`config.mk`:
```
export PLATFORM = sky130hd
export DESIGN_NAME = async_wr_ctrl_prog
export DESIGN_NICKNAME = d
export VERILOG_FILES = /design/src/rtl/async_wr_ctrl_prog_pkg.sv /design/src/rtl/async_wr_ctrl_prog_ptr_sync.sv /design/src/rtl/async_wr_ctrl_prog.sv
export SDC_FILE = /design/constraint.sdc
export NUM_CORES = 1
export LEC_CHECK = 0
export CAP_MARGIN = 20
export CORE_MARGIN = 1.5
export CORE_UTILIZATION = 47
export CTS_CLUSTER_SIZE = 30
export DETAILED_ROUTE_END_ITERATION = 8
export PLACE_DENSITY = 0.82
export SETUP_SLACK_MARGIN = 0.02
export SYNTH_ARGS = -nofsm -noshare
export SYNTH_HDL_FRONTEND = slang
export SYNTH_SLANG_ARGS = --single-unit
```
`constraint.sdc`:
```
create_clock -name i_wr_clk -period 5.1 [get_ports i_wr_clk]
set_input_delay 0.51 -clock i_wr_clk [delete_from_list [all_inputs] [get_ports i_wr_clk]]
set_output_delay 0.51 -clock i_wr_clk [all_outputs]
set_load 0.005 [all_outputs]
```
`src/rtl/async_wr_ctrl_prog_pkg.sv`:
```
// Shared FIFO pointer helpers: Gray/binary conversion and address-width derivation.
// Used by the write-side controller and by the read-side controller.
package async_wr_ctrl_prog_pkg;

  localparam int PTR_FN_W = 32;

  // Address width for a power-of-two depth; pointers carry one extra wrap bit.
  function automatic int ptr_aw(input int depth);
    return $clog2(depth);
  endfunction

  // Width-generic: callers zero-extend into 32 bits and cast the result back down.
  function automatic logic [PTR_FN_W-1:0] bin2gray(input logic [PTR_FN_W-1:0] b);
    return b ^ (b >> 1);
  endfunction

  function automatic logic [PTR_FN_W-1:0] gray2bin(input logic [PTR_FN_W-1:0] g);
    logic [PTR_FN_W-1:0] b;
    b[PTR_FN_W-1] = g[PTR_FN_W-1];
    for (int i = PTR_FN_W - 2; i >= 0; i--) begin
      b[i] = b[i+1] ^ g[i];
    end
    return b;
  endfunction

endpackage

```
`src/rtl/async_wr_ctrl_prog_ptr_sync.sv`:
```
// Multi-flop synchronizer for a Gray-coded FIFO pointer crossing into i_clk.
// Every flop clears asynchronously so both FIFO sides restart from pointer 0.
module ptr_sync #(
  parameter int W      = 4,
  parameter int STAGES = 2
) (
  input  logic         i_clk,
  input  logic         i_rst,
  input  logic [W-1:0] i_d,
  output logic [W-1:0] o_q
);

  (* ASYNC_REG = "TRUE" *) logic [W-1:0] r_sync [STAGES];

  always_ff @(posedge i_clk or posedge i_rst) begin
    if (i_rst) begin
      for (int i = 0; i < STAGES; i++) begin
        r_sync[i] <= '0;
      end
    end else begin
      r_sync[0] <= i_d;
      for (int i = 1; i < STAGES; i++) begin
        r_sync[i] <= r_sync[i-1];
      end
    end
  end

  assign o_q = r_sync[STAGES-1];

endmodule

```
`src/rtl/async_wr_ctrl_prog.sv`:
```
// Write-side controller of the dual-clock FIFO: pointer, RAM address, full/almost-full,
// fill level and sticky overflow. Macro ASYNC_WR_CTRL_SYNC_EN adds an internal rd-pointer synchronizer.
module async_wr_ctrl_prog
  import async_wr_ctrl_prog_pkg::*;
#(
  parameter int DEPTH       = 16,
  parameter int SYNC_STAGES = 2,
  localparam int AW         = ptr_aw(DEPTH),
  localparam int PW         = AW + 1
) (
  input  logic          i_wr_clk,
  input  logic          i_rst,
  input  logic          i_wr_en,
  input  logic [PW-1:0] i_afull_thresh,
  input  logic          i_ovf_clr,
  input  logic [PW-1:0] i_rd_ptr_gray,
  output logic [AW-1:0] o_wr_addr,
  output logic [PW-1:0] o_wr_ptr,
  output logic          o_wr_full,
  output logic          o_wr_afull,
  output logic [PW-1:0] o_wr_count,
  output logic          o_wr_ovf
);

  if ((DEPTH < 4) || ((1 << AW) != DEPTH)) begin : g_depth_check
    $error("DEPTH must be a power of two and at least 4");
  end
  if (SYNC_STAGES < 2) begin : g_stages_check
    $error("SYNC_STAGES must be at least 2");
  end

  logic [PW-1:0] r_wr_ptr_bin;
  logic [PW-1:0] r_wr_ptr;
  logic [PW-1:0] r_wr_count;
  logic          r_wr_full;
  logic          r_wr_afull;
  logic          r_wr_ovf;

  logic [PW-1:0] w_rd_gray;
  logic [PW-1:0] w_rd_bin;
  logic          w_accept;
  logic [PW-1:0] w_bin_nxt;
  logic [PW-1:0] w_cnt_nxt;

`ifdef ASYNC_WR_CTRL_SYNC_EN
  ptr_sync #(
    .W      (PW),
    .STAGES (SYNC_STAGES)
  ) u_rd_sync (
    .i_clk (i_wr_clk),
    .i_rst (i_rst),
    .i_d   (i_rd_ptr_gray),
    .o_q   (w_rd_gray)
  );
`else
  assign w_rd_gray = i_rd_ptr_gray;
`endif

  // Handshake: i_wr_en is valid, ~o_wr_full is ready; a word is taken on each edge where
  // both are high, and i_wr_en while full is dropped (and flagged in o_wr_ovf).
  assign w_accept  = i_wr_en & ~r_wr_full;
  assign w_bin_nxt = r_wr_ptr_bin + PW'(w_accept);
  assign w_rd_bin  = PW'(gray2bin(PTR_FN_W'(w_rd_gray)));
  // Stale read pointer only makes the count too high, so flags err toward full.
  assign w_cnt_nxt = w_bin_nxt - w_rd_bin;

  always_ff @(posedge i_wr_clk or posedge i_rst) begin
    if (i_rst) begin
      r_wr_ptr_bin <= '0;
      r_wr_ptr     <= '0;
      r_wr_count   <= '0;
      r_wr_full    <= 1'b0;
      r_wr_afull   <= 1'b0;
      r_wr_ovf     <= 1'b0;
    end else begin
      r_wr_ptr_bin <= w_bin_nxt;
      r_wr_ptr     <= PW'(bin2gray(PTR_FN_W'(w_bin_nxt)));
      r_wr_count   <= w_cnt_nxt;
      r_wr_full    <= (w_cnt_nxt == PW'(DEPTH));
      r_wr_afull   <= (w_cnt_nxt >= i_afull_thresh);
      r_wr_ovf     <= (i_wr_en & r_wr_full) | (r_wr_ovf & ~i_ovf_clr);
    end
  end

  assign o_wr_addr  = r_wr_ptr_bin[AW-1:0];
  assign o_wr_ptr   = r_wr_ptr;
  assign o_wr_full  = r_wr_full;
  assign o_wr_afull = r_wr_afull;
  assign o_wr_count = r_wr_count;
  assign o_wr_ovf   = r_wr_ovf;

endmodule

```
After elaboration in Yosys (flattened, before gate mapping)
Index checks and enable logic that the tools add are counted.
{"block": "word_totals", "reg_bits": 18, "latch_bits": 0, "mem_bits_rw": 0, "mem_bits_ro": 0, "inputBits": 14, "out_inout_bits": 17, "memories": 0}
{"block": "classes", "add_sub_neg": 2, "multipliers": 0, "div_mod_pow": 0, "n_lt_le_gt_ge": 1, "eq_ne": 1, "shift": 0, "muxes": 0, "n_bitwise": 11, "reduce_logical": 0}
{"operator": "adder 5 x 1 -> 5 bit", "n": 1}
{"operator": "== test 5 bit (second input constant)", "n": 1}
{"operator": ">= comparator 5 bit", "n": 1}
{"operator": "subtractor 5 bit", "n": 1}
{"operator": "bitwise XOR 5 x 4 -> 5 bit", "n": 1}
{"operator": "bitwise XOR 1 bit", "n": 4}
{"operator": "bitwise AND 1 bit", "n": 3}
{"operator": "inverter 1 bit", "n": 2}
{"operator": "bitwise OR 1 bit", "n": 1}

Longest topological paths before layout
Gate-level depths: netlist (run 1).
{"block": "depth", "ltp_word": 6, "ltp_mapped": 13}

Least setup slack after synthesis (run 1)
Ideal clock, no wire load.
{"block": "synth_path", "path_kind": "input port to flip-flop", "startpoint": "input i_rd_ptr_gray[4]", "endpoint": "register r_wr_afull, in the netlist o_wr_afull", "t_arrival_ns": 2.789, "required_time_ns": 4.974, "slack_ns": 2.185, "cell_stages": 13, "n_path_buf": 0, "path_cell_list": "xnor2_2 -> xor2_2 -> xor2_2 -> xnor2_1 -> ha_1 -> fa_1 -> nand2b_1 -> a21oi_1 -> xor2_1 -> xnor2_1 -> ha_1 -> nor2_1 -> a21oi_1"}
{"block": "synth_via", "elab_chain_cells": 6}
{"element": "from (decl)", "line": "async_wr_ctrl_prog.sv:16", "text": "input logic [PW-1:0] i_rd_ptr_gray,"}
{"element": "bitwise XOR 1 bit (4 in a row)", "line": "async_wr_ctrl_prog_pkg.sv:21", "text": "b[i] = b[i+1] ^ g[i];"}
{"element": "subtractor 5 bit (*)", "line": "async_wr_ctrl_prog.sv:65", "text": "assign w_cnt_nxt = w_bin_nxt - w_rd_bin;"}
{"element": "named net w_cnt_nxt[4]", "line": "async_wr_ctrl_prog.sv:43", "text": "logic [PW-1:0] w_cnt_nxt;"}
{"element": ">= comparator 5 bit (*)", "line": "async_wr_ctrl_prog.sv:80", "text": "r_wr_afull <= (w_cnt_nxt >= i_afull_thresh);"}
{"element": "to (signal assigned)", "line": "async_wr_ctrl_prog.sv:80"}
{"element": "to (decl)", "line": "async_wr_ctrl_prog.sv:36", "text": "logic r_wr_afull;"}
Mark *: on every way through the listed nets, which the timed path passes. The rest lies on a longest branch.

Final worst setup path (run 1)
Ends and elaborated chain as after synthesis.

==> impl_metrics.ini, run 1 <==
[global_route]
grt_pass1_wl_microns = 2570
grt_start_max_net_pins = 18
antenna_found_initial = 0
grt_pass1_vias = 643
grtUsageTotal = 0.168
overflow = 0

[power_and_ir_drop]
design_power_total_uw = 917
p_leak_uw = 0.000597
power_density_nw_per_um2 = 719
ir_worst_vdd_mv = 0.420

[clock_tree]
hold_buffers = 0
clkTransAtPathRegs_ns = 0.09
htreeDepth = 1
cts_tree = yes
cts_sinks = 17
cts_buffers = 3
cts_root_buffer = clkbuf_4
post-cts-setup-buffers = 0
cts.repair.resized = 0
clkLatencyLatePin_ns = 0.28
cts_buffer_depth = 2

[logic_synthesis]
syn_inst = 81
ys_warn_count = 0
synth_compound_area_frac = 0.0409
muxShareOfSynthArea = 0
synth_seq_cells = 17
synthXorXnorAreaFrac = 0.177
yosys.area_share.simple = 0.0846
seq_area_frac_synth = 0.464
syn_nets = 107
netlist_area_sq_um = 917
synthAdderAreaFrac = 0.172
ys_types = 18
synth_area_per_cell_sq_um = 11.3
synth_top_family_by_area = XOR/XNOR gates

[place]
dp.cells = 136
gp_congestion = 0.794
io_buffers = 30
dpl.hpwl_microns = 1310

[detailed_routing]
postRouteAntennaNets = 0
via_per_inst = 4.55
drc = 0
firstDrtPassIters = 4
vias = 637
routed_wl_microns = 1520
wl_per_cell_microns = 10.9
drtIter0Drc = 5

[floorplanning]
core_sq_um = 1780
die_height_microns = 47.2
die_w_microns = 47.2
start_util = 0.514
io_pins = 31
rows = 15
dieArea_sq_um = 2230

[sta]
clock_skew_ns = 0.00755
tns_ns = 0
fin_crit_sh = 0.658
hold_viol_final = 0
grt_setup_unrepaired = false
relSlewSlack = 0.599
finalSetupViolCount = 0
max_freq_mhz = 298
worst_pin_slew_ns = 0.601
slew_viol_final = 0
finalCriticalPeriod_ns = 3.35

[layout]
drive_gt1_frac = 0.0609
diodes = 0
multi_input_area_sq_um = 435
areaGrowthSynthToFinish_pct = 39.0
nNetsFinal = 142
n_fill_cell = 133
fin_cells = 140
regArea_sq_um = 425

[worst_hold_path]
holdPathStages = 2
hp-start = o_wr_full
hold_class = reg -> reg
min_to = o_wr_ovf

[setup_path]
reg2reg_depth = 11
rrSetupSlack_ns = 2.33
crit_type = in -> reg
start_kind = input pin
worstPathArrival_ns = 3.52
regToRegStartpoint = o_wr_full
critPathCaptureType = flip-flop
critPathRequiredTime_ns = 5.26
path_max_fanout = 3
r2r-end = o_wr_afull

[flow_run]
cap_violations = 0

[status]
outcome = finished clean
## cell families (layout without fill, tap and decap cells)
logic type / count (synthesis) / in the layout
compound gates: 7 / 7
xor+xnor: 16 / 16
fa+ha+maj: 12 / 12
buf+inv: 15 / 49
flops: 17 / 17
simple gates: 14 / 14
## routing by layer
layer / share of wire / track usage
met1: 0.42 / 0.204
met2: 0.51 / 0.290
met3: 0.041 / 0.0154
met4: 0.020 / 0.0944
met5: 0 / 0
## state kept, by name, summed over array words and instances (netlist names)
signal,cells
o_wr_afull,1
o_wr_count,5
o_wr_full,1
o_wr_ovf,1
o_wr_ptr,5
r_wr_ptr_bin,4
## area by class of cell
class                   count  area share
clock buffers               4      0.0206
inverters                  15      0.0442
multi-input cells          49       0.342
flip-flops and latches     17       0.334
well taps                  25      0.0245
repair buffers             30       0.236
## where the power goes
part	switching, uW	internal [uW]	total (uW)
sequential	34.5	214	248
combinational	284	317	601
clock	38.2	30.3	68.5
total	356	561	917
## metrics by stage
step	util	cell area (sq um)	worst slack [ns]	hold WS [ns]
after floorplan	-	917	2.18	0.436
after global placement	0.700	1250	1.51	0.497
final	0.715	1270	1.75	0.536
after detailed placement	0.700	1250	1.43	0.519
after CTS	0.715	1270	1.72	0.541
after global routing	0.715	1270	1.47	0.567
## synth_stat cells
cell type / instances / area share
dfrtp_1: 17 / 0.46
xnor2_2: 1 / 0.018
xor2_2: 2 / 0.035
nor2_1: 4 / 0.016
inv_1: 15 / 0.061
nand3_1: 1 / 0.0055
nand2b_1: 2 / 0.014
fa_1: 1 / 0.022
xor2_1: 6 / 0.057
nor4b_2: 1 / 0.016
a21oi_1: 4 / 0.022
nand2_1: 3 / 0.012
nand4_1: 1 / 0.0068
ha_1: 11 / 0.15
o21ai_0: 2 / 0.011
nor2b_1: 2 / 0.014
xnor2_1: 7 / 0.067
a21o_1: 1 / 0.0082
## worst max-delay path by stage
stage | slack (ns) | depth (start not counted) | to | startpoint
detailed placement | 1.43 | 14 | o_wr_afull | i_rd_ptr_gray[4]
finish | 1.75 | 14 | o_wr_afull | i_rd_ptr_gray[4]
global route | 1.47 | 14 | o_wr_afull | i_rd_ptr_gray[4]
global placement | 1.51 | 14 | o_wr_afull | i_rd_ptr_gray[4]
floorplan | 2.18 | 13 | o_wr_afull | i_rd_ptr_gray[4]
CTS | 1.72 | 14 | o_wr_afull | i_rd_ptr_gray[4]
## critical path: stages
cell	delay, ns
clkdlybuf4s50_1	0.47
xnor2_2	0.26
xor2_2	0.24
xor2_2	0.22
xnor2_1	0.09
ha_1	0.21
fa_1	0.40
nand2b_1	0.16
a21oi_1	0.17
xor2_1	0.21
xnor2_1	0.17
ha_1	0.27
nor2_1	0.10
a21oi_1	0.05
## cell usage in the layout, fill, tap and decap left out, types with 2 or more instances in the layout
cell type        count
clkdlybuf4s50_1     30
dfrtp_1             17
inv_1               15
ha_1                11
xnor2_1              7
xor2_1               6
a21oi_1              4
nor2_1               4
nand2_1              3
clkbuf_4             3
xor2_2               2
nor2b_1              2
nand2b_1             2
o21ai_0              2
(Power assumes the default switching activity.)
==> inputs of run 2 (changes only) <==
CORE_UTILIZATION = 40   (was 47)
PLACE_DENSITY = 0.74   (was 0.82)
clock period = 2.9 ns   (was 5.1 ns; I/O delays follow)
==> run 2 against run 1 <==
Flip-flop and latch count unchanged. Largest cell class unchanged. Sequential share of layout area is 3.5 points lower. Cell count is 15% higher. Critical endpoint unchanged. Critical path type unchanged.
==> impl_metrics.ini, run 2 (synthesis gave the netlist of run 1 again) <==
[status]
outcome = finished clean

[place]
dpl.hpwl_microns = 1370
placed_cell_area_sq_um = 1370
io_buffers = 30
gp_congestion = 0.786

[power_and_ir_drop]
ir_worst_vdd_mv = 0.920
p_leak_uw = 0.000687
design_power_total_uw = 1920
power_density_nw_per_um2 = 1350

[floorplanning]
core_sq_um = 2190
die_w_microns = 50.9
rows = 17
die_height_microns = 50.9
dieArea_sq_um = 2590
start_util = 0.419
io_pins = 31

[clock_tree]
clkLatencyLatePin_ns = 0.28
htreeDepth = 1
hold_buffers = 0
cts_tree = yes
clkTransAtPathRegs_ns = 0.09
cts_sinks = 17
cts_buffers = 3
cts_root_buffer = clkbuf_4
cts_buffer_depth = 2

[setup_path]
critPathCaptureType = flip-flop
crit_chain = clkdlybuf4s50_1 -> xor2_2 -> xor2_2 -> xnor2_1 -> ha_2 -> fa_2 -> nand2b_1 -> a21oi_2 -> xor2_1 -> xnor2_1 -> ha_1 -> nor2_1 -> a21oi_1
start_kind = input pin
path_max_fanout = 2
crit_type = in -> reg
critical-path-slowest-cell = clkdlybuf4s50_1
crit_buf_inv = 1
critical_path.max_stage_delay_ns = 0.50
worstPathArrival_ns = 2.91
path_delay_family = XOR/XNOR gates
regToRegStartpoint = o_wr_full
critPathRequiredTime_ns = 3.08
worst_setup_path_startpoint = i_rd_ptr_gray[2]
rrSetupSlack_ns = 0.28
r2r-end = o_wr_afull
reg2reg_depth = 13

[detailed_routing]
top_layer = met4
wl_met1_microns = 683
vias = 704
postRouteAntennaNets = 0
drc = 0
wl_met3_microns = 64
routed_wl_microns = 1650
drtIter0Drc = 2
wl_per_cell_microns = 10.2
met2WireLength_microns = 827
via_per_inst = 4.37
firstDrtPassIters = 4

[layout]
layout_commonest_cell = clkdlybuf4s50_1
diodes = 0
final_area_sq_um = 1430
mostFrequentLayoutCells = 28 x clkdlybuf4s50_1, 18 x buf_4, 17 x dfrtp_1
nNetsFinal = 160
areaGrowthSynthToFinish_pct = 55.5
drive_gt1_frac = 0.233

[global_route]
grt_pass1_wl_microns = 2820
grt_pass1_vias = 683
overflow = 0
grtUsageTotal = 0.149
antenna_found_initial = 0
grt_start_max_net_pins = 18

[flow_run]
cap_violations = 0

[sta]
finalCriticalPeriod_ns = 2.73
hold_viol_final = 0
worst_pin_slew_ns = 0.597
finalSetupViolCount = 0
relSlewSlack = 0.602
fin_crit_sh = 0.942
slew_viol_final = 0
finalHoldWorstSlack_ns = 0.368
max_freq_mhz = 366
grt_setup_unrepaired = false
clock_skew_ns = 0.00648

[worst_hold_path]
hold_class = in -> async
[run 2: changes by cell type in the layout (fill, tap and decap cells not counted), moves of 2 or more]
cell and delta:
buf_4 +18, clkdlybuf4s50_1 -2, dlygate4sd2_1 +2, ha_1 -2, ha_2 +2
[run 2: layout make-up]
cell class | count | area, sq um
clock buffers | 3 | 22.5
clock inverters | 1 | 5.00
fillers | 173 | 764
inverters | 15 | 56.3
multi-input cells | 49 | 449
flip-flops and latches | 17 | 425
well taps | 28 | 35.0
repair buffers | 48 | 433
[run 2: power breakdown]
group	total (uW)	internal (uW)	switching (uW)
logic	1360	801	562
registers	438	376	62.2
clock network	120	51.2	69.2
[run 2: routing by layer]
| layer | GRT usage | vias up |
|---|---|---|
| met4 | 0.108 | 0 |
| met2 | 0.237 | 27 |
| met5 | 0 | - |
| li1 | - | 352 |
| met3 | 0.0175 | 8 |
| met1 | 0.189 | 317 |
[run 2: worst max-delay path by stage]
| stage | endpoint | slack (ns) | cells past startpoint |
|---|---|---|---|
| final | o_wr_afull | 0.17 | 13 |
| after global routing | o_wr_afull | 0.03 | 14 |
| after CTS | o_wr_afull | 0.13 | 13 |
| after detailed placement | o_wr_afull | -0.44 | 14 |
| after global placement | o_wr_afull | -0.33 | 14 |
| after floorplan | o_wr_afull | 0.20 | 13 |
[run 2: what timing repair did]
item                                    4_1_cts  5_1_grt
gates resized for setup                       3        4
endpoints found under the setup margin        1        1
pin swaps                                     6        6
buffers inserted                              2        0
[run 2: through the flow]
stage,util,std cells,setup WS [ns],setup TNS [ns]
final,0.651,161,0.169,0
after global routing,0.651,161,0.0265,0
after CTS,0.646,161,0.134,0
after detailed placement,0.626,155,-0.441,-0.655
after global placement,0.626,155,-0.329,-0.470
after floorplan,-,81,0.205,0
==> inputs of run 3 (changes only) <==
--- a/constraint.sdc
+++ b/constraint.sdc
@@ -3,2 +3,2 @@
 set_output_delay 0.29 -clock i_wr_clk [all_outputs]
-set_load 0.005 [all_outputs]
+set_load 0.05 [all_outputs]
==> results of run 3 <==
Same layout as run 2 (identical final DEF). Status: finished clean.
Power of run 3 is not shown: default switching activity piles up to over one toggle a cycle in this logic, so the estimate is an artifact.
